File: src/rtl/tkmic_pkg.sv
// Shared types and limits for the bit-serial add/subtract unit.
package tkmic_pkg;

  localparam int unsigned MIN_WIDTH = 2;
  localparam int unsigned MAX_WIDTH = 32;

  typedef enum logic [1:0] {
    IDLE = 2'b00,
    RUN  = 2'b01,
    DONE = 2'b10
  } state_t;

endpackage : tkmic_pkg

File: src/rtl/tkmic_full_adder.sv
// One-bit full adder cell; the serial datapath resolves one operand bit per clock through it.
module tkmic_full_adder (
  input  logic a,
  input  logic b,
  input  logic cin,
  output logic s,
  output logic cout
);

  assign s    = a ^ b ^ cin;
  assign cout = (a & b) | (a & cin) | (b & cin);

endmodule : tkmic_full_adder

File: src/rtl/tkmic_serial_adder.sv
// Bit-serial WIDTH-bit add/subtract unit, LSB first, with valid/ready on operand and result sides.
module tkmic_serial_adder
  import tkmic_pkg::*;
#(
  parameter int unsigned WIDTH = 8
) (
  input  logic             clk,
  input  logic             rst,
  input  logic             in_valid,
  output logic             in_ready,
  input  logic [WIDTH-1:0] a,
  input  logic [WIDTH-1:0] b,
  input  logic             sub,
  output logic             out_valid,
  input  logic             out_ready,
  output logic [WIDTH-1:0] sum,
  output logic             carry_out,
  output logic             overflow
);

  localparam int unsigned CNT_W = $clog2(WIDTH) + 1;

  if (WIDTH < MIN_WIDTH || WIDTH > MAX_WIDTH) begin : g_width_check
    $error("tkmic_serial_adder: WIDTH must lie in 2..32");
  end

  state_t           state;
  state_t           state_next;
  logic [WIDTH-1:0] op_a;
  logic [WIDTH-1:0] op_b;
  logic [WIDTH-1:0] sum_q;
  logic [CNT_W-1:0] bit_cnt;
  logic             carry;
  logic             carry_out_q;
  logic             overflow_q;
  logic             out_valid_q;
  logic             fa_s;
  logic             fa_cout;
  logic             accept_c;
  logic             last_bit_c;

  tkmic_full_adder u_fa (
    .a    (op_a[0]),
    .b    (op_b[0]),
    .cin  (carry),
    .s    (fa_s),
    .cout (fa_cout)
  );

  // State register
  always_ff @(posedge clk or posedge rst) begin
    if (rst) begin
      state <= IDLE;
    end else begin
      state <= state_next;
    end
  end

  // Next state and handshake decode; DONE accepts new operands while the result is consumed
  always_comb begin
    state_next = state;
    in_ready   = 1'b0;
    last_bit_c = 1'b0;
    case (state)
      IDLE: begin
        in_ready = 1'b1;
        if (in_valid) state_next = RUN;
      end
      RUN: begin
        last_bit_c = (bit_cnt == CNT_W'(WIDTH - 1));
        if (last_bit_c) state_next = DONE;
      end
      DONE: begin
        in_ready = out_ready;
        if (out_ready) state_next = in_valid ? RUN : IDLE;
      end
      default: state_next = IDLE;
    endcase
    accept_c = in_valid && in_ready;
  end

  // Serial datapath; subtraction is A + ~B + 1 with the +1 seeded into the carry
  always_ff @(posedge clk or posedge rst) begin
    if (rst) begin
      op_a        <= '0;
      op_b        <= '0;
      sum_q       <= '0;
      bit_cnt     <= '0;
      carry       <= 1'b0;
      carry_out_q <= 1'b0;
      overflow_q  <= 1'b0;
      out_valid_q <= 1'b0;
    end else begin
      out_valid_q <= (state_next == DONE);
      if (accept_c) begin
        op_a    <= a;
        op_b    <= sub ? ~b : b;
        carry   <= sub;
        bit_cnt <= '0;
      end else if (state == RUN) begin
        carry   <= fa_cout;
        op_a    <= op_a >> 1;
        op_b    <= op_b >> 1;
        sum_q   <= {fa_s, sum_q[WIDTH-1:1]};
        bit_cnt <= bit_cnt + CNT_W'(1);
        // On the MSB, carry still holds the carry into the MSB
        if (last_bit_c) begin
          carry_out_q <= fa_cout;
          overflow_q  <= carry ^ fa_cout;
        end
      end
    end
  end

  assign sum       = sum_q;
  assign carry_out = carry_out_q;
  assign overflow  = overflow_q;
  assign out_valid = out_valid_q;

endmodule : tkmic_serial_adder

File: config.mk
export PLATFORM = sky130hd
export DESIGN_NAME = tkmic_serial_adder
export DESIGN_NICKNAME = d
export VERILOG_FILES = /design/src/rtl/tkmic_pkg.sv /design/src/rtl/tkmic_full_adder.sv /design/src/rtl/tkmic_serial_adder.sv
export SDC_FILE = /design/constraint.sdc
export NUM_CORES = 1
export LEC_CHECK = 0
export ABC_AREA = 1
export CORE_MARGIN = 2
export CORE_UTILIZATION = 43
export CTS_CLUSTER_SIZE = 40
export DETAILED_ROUTE_END_ITERATION = 6
export PLACE_DENSITY_LB_ADDON = 0.15
export SYNTH_ARGS = -nofsm -noshare
export SYNTH_HDL_FRONTEND = slang
export SYNTH_SLANG_ARGS = --single-unit
File: constraint.sdc
create_clock -name clk -period 1.6 [get_ports clk]
set_input_delay 0.16 -clock clk [delete_from_list [all_inputs] [get_ports clk]]
set_output_delay 0.16 -clock clk [all_outputs]
set_load 0.01 [all_outputs]
# Word level (Yosys, flattened, before mapping)
# Index checks and enable logic that the tools add are counted.
[totals]
regBits = 34
[classes]
addsub = 1
n_eq_ne = 4
n_mux = 16
bitwise_logic = 10
n_reduce_logical = 5
[op_table]
columns = ["cell", "count"]
rows = [
  ["two-way mux 8 bit", 5],
  ["two-way mux 4 bit", 2],
  ["NOT 8 bit", 1],
  ["two-way mux 2 bit", 3],
  ["case mux 2 bit (3 select lines)", 1],
  ["adder 4 x 1 -> 4 bit, second input constant", 1],
  ["== test 2 bit, second input constant", 2],
  ["== test 4 x 3 -> 1 bit, second input constant", 1],
  ["two-way mux 1 bit", 4],
  ["bitwise AND 1 bit", 3],
  ["AND reduction 3 bit", 1],
  ["bitwise XOR 1 bit", 3],
  ["== test 2 x 1 -> 1 bit, second input constant", 1],
  ["logical NOT 2 bit", 1],
  ["bitwise OR 1 bit", 2],
  ["case mux 1 bit (2 select lines)", 1],
  ["AND reduction 2 bit", 1],
  ["nonzero test 2 bit", 1],
  ["logical AND 1 bit", 1],
  ["NOT 1 bit", 1],
]

# Depth between registers and ports, before layout
[logic_depth]
depth_word = 5
ltp_mapped = 7

# Modules after synthesis
# A second synthesis with hierarchy kept.
[unflattened]
cells_unflattened = 215
hier_area_um2 = 1711.6
[by_module_without_submodules]
columns = ["mod", "instances", "cells_each", "area_per_inst_um2"]
rows = [
  ["tkmic_serial_adder", 1, 214, 1691.6],
  ["tkmic_full_adder", 1, 1, 20.0],
]

# Worst setup path before layout
# No wires, ideal clock.
[synth_timing]
path_type = "reg2reg"
from = "reg carry"
to = "reg overflow_q, in the netlist overflow"
setup_ns = 0.123
arrival_ns = 1.073
required_time_ns = 1.477
setup_slack_ns = 0.404
path_stages_with_launch = 4
cell_sequence = "dfrtp_1 fa_1 xnor2_1 o21ai_1"
[synth_between]
elab_chain_len = 4
[synth_lines]
columns = ["item", "line", "rtl"]
rows = [
  ["from (decl)", "tkmic_serial_adder.sv:33", "logic carry;"],
  ["from (signal assigned)", "tkmic_serial_adder.sv:98", "carry <= sub;"],
  ["from (signal assigned)", "tkmic_serial_adder.sv:101", "carry <= fa_cout;"],
  ["bitwise AND 1 bit", "tkmic_full_adder.sv:11", "assign cout = (a & b) | (a & cin) | (b & cin);"],
  ["bitwise OR 1 bit", "tkmic_full_adder.sv:11", ""],
  ["bitwise OR 1 bit *", "tkmic_full_adder.sv:11", ""],
  ["named net fa_cout", "tkmic_serial_adder.sv:38", "logic fa_cout;"],
  ["bitwise XOR 1 bit *", "tkmic_serial_adder.sv:109", "overflow_q <= carry ^ fa_cout;"],
  ["to (signal assigned)", "tkmic_serial_adder.sv:109", ""],
  ["to (decl)", "tkmic_serial_adder.sv:35", "logic overflow_q;"],
]
# Mark *: on every way through the listed nets, which the timed path passes. The rest lies on a longest branch.
# A chain may end at the register's enable or synchronous reset.

# Worst setup path in the final report
[layout_timing]
from = "reg state[1]"
to = "out in_ready"
[layout_between]
elab_chain_len = 2
[layout_lines]
columns = ["item", "line", "rtl"]
rows = [
  ["from (decl)", "tkmic_serial_adder.sv:27", "state_t state;"],
  ["from (signal assigned)", "tkmic_serial_adder.sv:55", "state <= state_next;"],
  ["== test 2 bit / logical NOT 2 bit (equally long branches)", "tkmic_serial_adder.sv:64", "case (state)"],
  ["case mux 1 bit (2 select lines) *", "tkmic_serial_adder.sv:64", ""],
  ["to (decl)", "tkmic_serial_adder.sv:10", "output logic in_ready,"],
]
# Every way passes the cells marked *; elsewhere a longest branch is shown, timed or not.

==> impl_results.md <==
* Hold slack final at between 0.2 and 0.3 ns
* Critical path arrival at 1.23 ns
* Wirelength per Cell at between 10 and 15 um
* CTS tree: built
* Num CTS Buffers at 5
* Die extent in y at roughly 67 um
* Worst r2r src: state[1]$_DFF_PP0_
* Minimum clock period at between 1 and 1.5 ns
* Highest metal layer used by the detailed router: met4
* Synth Area per Inst at slightly below 8 um2
* Total detailed-routing wirelength at about 3300 um
* Port buffer count at 32
* Number of hold violations in the final report at 0
* Total global routing track utilization at 0.174
* Total of max-cap violations at 0
* Count of distinct cell types in the synthesized netlist at 18
* Inst Count DP at a little under 300
* Initial detailed-routing violation count at just over 90
* Share of synthesized area occupied by flip-flops and latches at 0.503
* Total count of max-transition violations in the final report at 0
* Number of inserted filler cells in the final layout at ~360
* Setup repair after global routing missed its margin: false
* Global route total overflow at 0
* Clock buffer depth at 2
* Row cnt at 22
* DR vias at 1436
* Number of warnings reported in the yosys synthesis log at 0
* Final-report setup violation count at 0
* Area Overhead vs Synth at 28.5%
* Horizontal die dimension at 66.7 um
* Core area at about 3700 um2
* Slew at the pin closest to its max-slew limit at between 0.4 and 0.5 ns
* Worst VDD drop at approximately 0.6 mV
* Largest net degree at the start of global routing at 35
* Data required time of the worst path at 1.44 ns
* Share of cells above drive strength 1 at 0.0880
* Type of element capturing the critical path: output pin
* Deepest level of the CTS H-tree at 2
* Detail Route met3 WL at 128 um
* LEAKAGE at approximately 1.1 nW
* Pwr per Cell Area at about 1800 nW/um2
* Design Power at a little under 0.004 W
* GPL Wtd Cong at about 0.77
* Cells after synthesis at around 210
* ANT nets after route at 0
* Effective utilization at floorplan at 0.455
* Commonest non-fill, non-tap cell in the layout: sky130_fd_sc_hd__nand2_1
* Wire length on met1 at between 1500 and 2000 um
* Crit path launch type: register
* First-pass DRT Iterations at 4
* First-pass GRT wire length at between 5000 and 6000 um
* Drt via density at just under 5
* Slew Limit Headroom at 0.704
* Commonest non-fill, non-tap cells in the layout: sky130_fd_sc_hd__nand2_1, sky130_fd_sc_hd__nand3_1, sky130_fd_sc_hd__dfrtp_1
* Antenna violations before repair at 0
* Type of the worst setup path: register to output pin
* Worst min-delay path category: input pin to async pin
* Clock edge transition at the registers on the reported setup and hold paths at about 0.070 ns
* Number of synthesized register bits at 34
* Max frequency at just over 700 MHz
* Skew-Pair Late Insertion Delay at ~0.28 ns
* # clock sinks at 34
* Net count of the finished layout at roughly 270
* Post-Syn Area at between 1500 and 2000 um2
* # diodes at 0
* Number of global-route vias before repair at around 1400
* Non-filler instance count after layout at approximately 300
* Result of the run: finished, final reports clean
* Clock Tree Root: sky130_fd_sc_hd__clkbuf_8
* Total length of routed met2 wires at 1510 um
* Fraction of the cycle the final worst path needs at 0.868
* # IOs at 33
* Endpoint of the most critical register-to-register path: op_b[0]$_DFFE_PP0P_
* Number of remaining DRC errors at 0
* Worst-path fanout max at 4
* Max Clock Skew at roughly 0.0091 ns
* Net count after synthesis at between 200 and 250
* Half-perimeter wire length of the detailed placement result at 2240 um
* Setup slack, reg-to-reg at roughly 0.3 ns
* Worst Reg-to-Reg Cells at 6
* Die outline area at 4450 um2
## logic make-up (layout without fill, tap and decap cells)
family                     count (synthesis)  count (layout)  share of synthesized area
AOI/OAI and AO/OA                         10              10                     0.0318
adders and majority gates                  2               2                     0.0192
DFF                                       34              34                      0.503
buffers and inverters                     28              65                     0.0843
and+or+nand+nor                          137             137                      0.351
xor gates and xnor gates                   2               2                     0.0104
## critical path, cell delays in order, from the launching register on
cell	delay, ns
sky130_fd_sc_hd__dfrtp_1	0.44
sky130_fd_sc_hd__a21oi_2	0.22
sky130_fd_sc_hd__dlygate4sd2_1	0.29
## cell usage after synthesis
cell	count	area, um2
sky130_fd_sc_hd__nor2_4	1	11.3
sky130_fd_sc_hd__inv_1	15	56.3
sky130_fd_sc_hd__a21oi_1	1	5.00
sky130_fd_sc_hd__nand3_1	48	240
sky130_fd_sc_hd__o21ai_1	2	10.0
sky130_fd_sc_hd__nand3_2	2	20.0
sky130_fd_sc_hd__buf_6	3	33.8
sky130_fd_sc_hd__dfrtp_1	34	851
sky130_fd_sc_hd__nor2_1	4	15.0
sky130_fd_sc_hd__a21oi_2	1	8.76
sky130_fd_sc_hd__nand2_1	82	308
sky130_fd_sc_hd__o21ai_0	6	30.0
sky130_fd_sc_hd__xnor2_1	2	17.5
sky130_fd_sc_hd__inv_2	2	7.51
sky130_fd_sc_hd__buf_2	6	30.0
sky130_fd_sc_hd__buf_4	2	15.0
sky130_fd_sc_hd__ha_1	1	12.5
sky130_fd_sc_hd__fa_1	1	20.0
## routing by layer
layer / global-route usage / vias to the layer above
li1: - / 747
met2: 0.281 / 34
met1: 0.219 / 653
met4: 0.0969 / 0
met3: 0.0321 / 2
met5: 0 / -
## registers in the layout, indices dropped and copies added, names as in the netlist
register and cells:
state 2, overflow 1, op_a 8, sum 8, carry 1, bit_cnt 4
carry_out 1, out_valid 1, op_b 8
## repair_timing
action | 4_1_cts | 5_1_grt
gates resized for setup | 1 | 0
setup buffers | 1 | 0
hold buffers | 0 | 0
endpoints found under the setup margin | 1 | 0
## worst max-delay path by stage
stage                                   from                    to  slack, ns  cells after the start
final                     state[1]$_DFF_PP0_              in_ready       0.21                      2
after global placement             out_ready              in_ready      -0.03                      4
after floorplan            carry$_DFFE_PP0P_  overflow$_DFFE_PP0P_       0.40                      3
after global routing      state[1]$_DFF_PP0_              in_ready       0.14                      2
after CTS                 state[1]$_DFF_PP0_              in_ready       0.20                      2
after detailed placement           out_ready              in_ready      -0.03                      4
## where the power goes
group	switching [W]	internal, W	leakage, nW
Clock	0.000301	0.000458	0.0579
Combinational	0.000896	0.000742	0.619
Sequential	0.000246	0.00124	0.432
## stage by stage
stage	instance area [um2]	setup TNS [ns]	utilization	setup WS (ns)
finish	2170	0	0.585	0.211
global route	2170	0	0.585	0.138
CTS	2170	0	0.585	0.196
detailed placement	2060	-0.0292	0.554	-0.0292
global placement	2060	-0.0307	0.554	-0.0307
floorplan	1690	0	-	0.404
## layout make-up
cell class / count / area, um2 / share of cell area
flip-flops and latches: 34 / 851 / 0.391
multi-input cells: 151 / 698 / 0.321
repair buffers: 40 / 392 / 0.180
clock buffers: 5 / 68.8 / 0.0317
inverters: 17 / 63.8 / 0.0294
well taps: 48 / 60.1 / 0.0276
clock inverters: 3 / 40.0 / 0.0184
(Power assumes the default switching activity.)
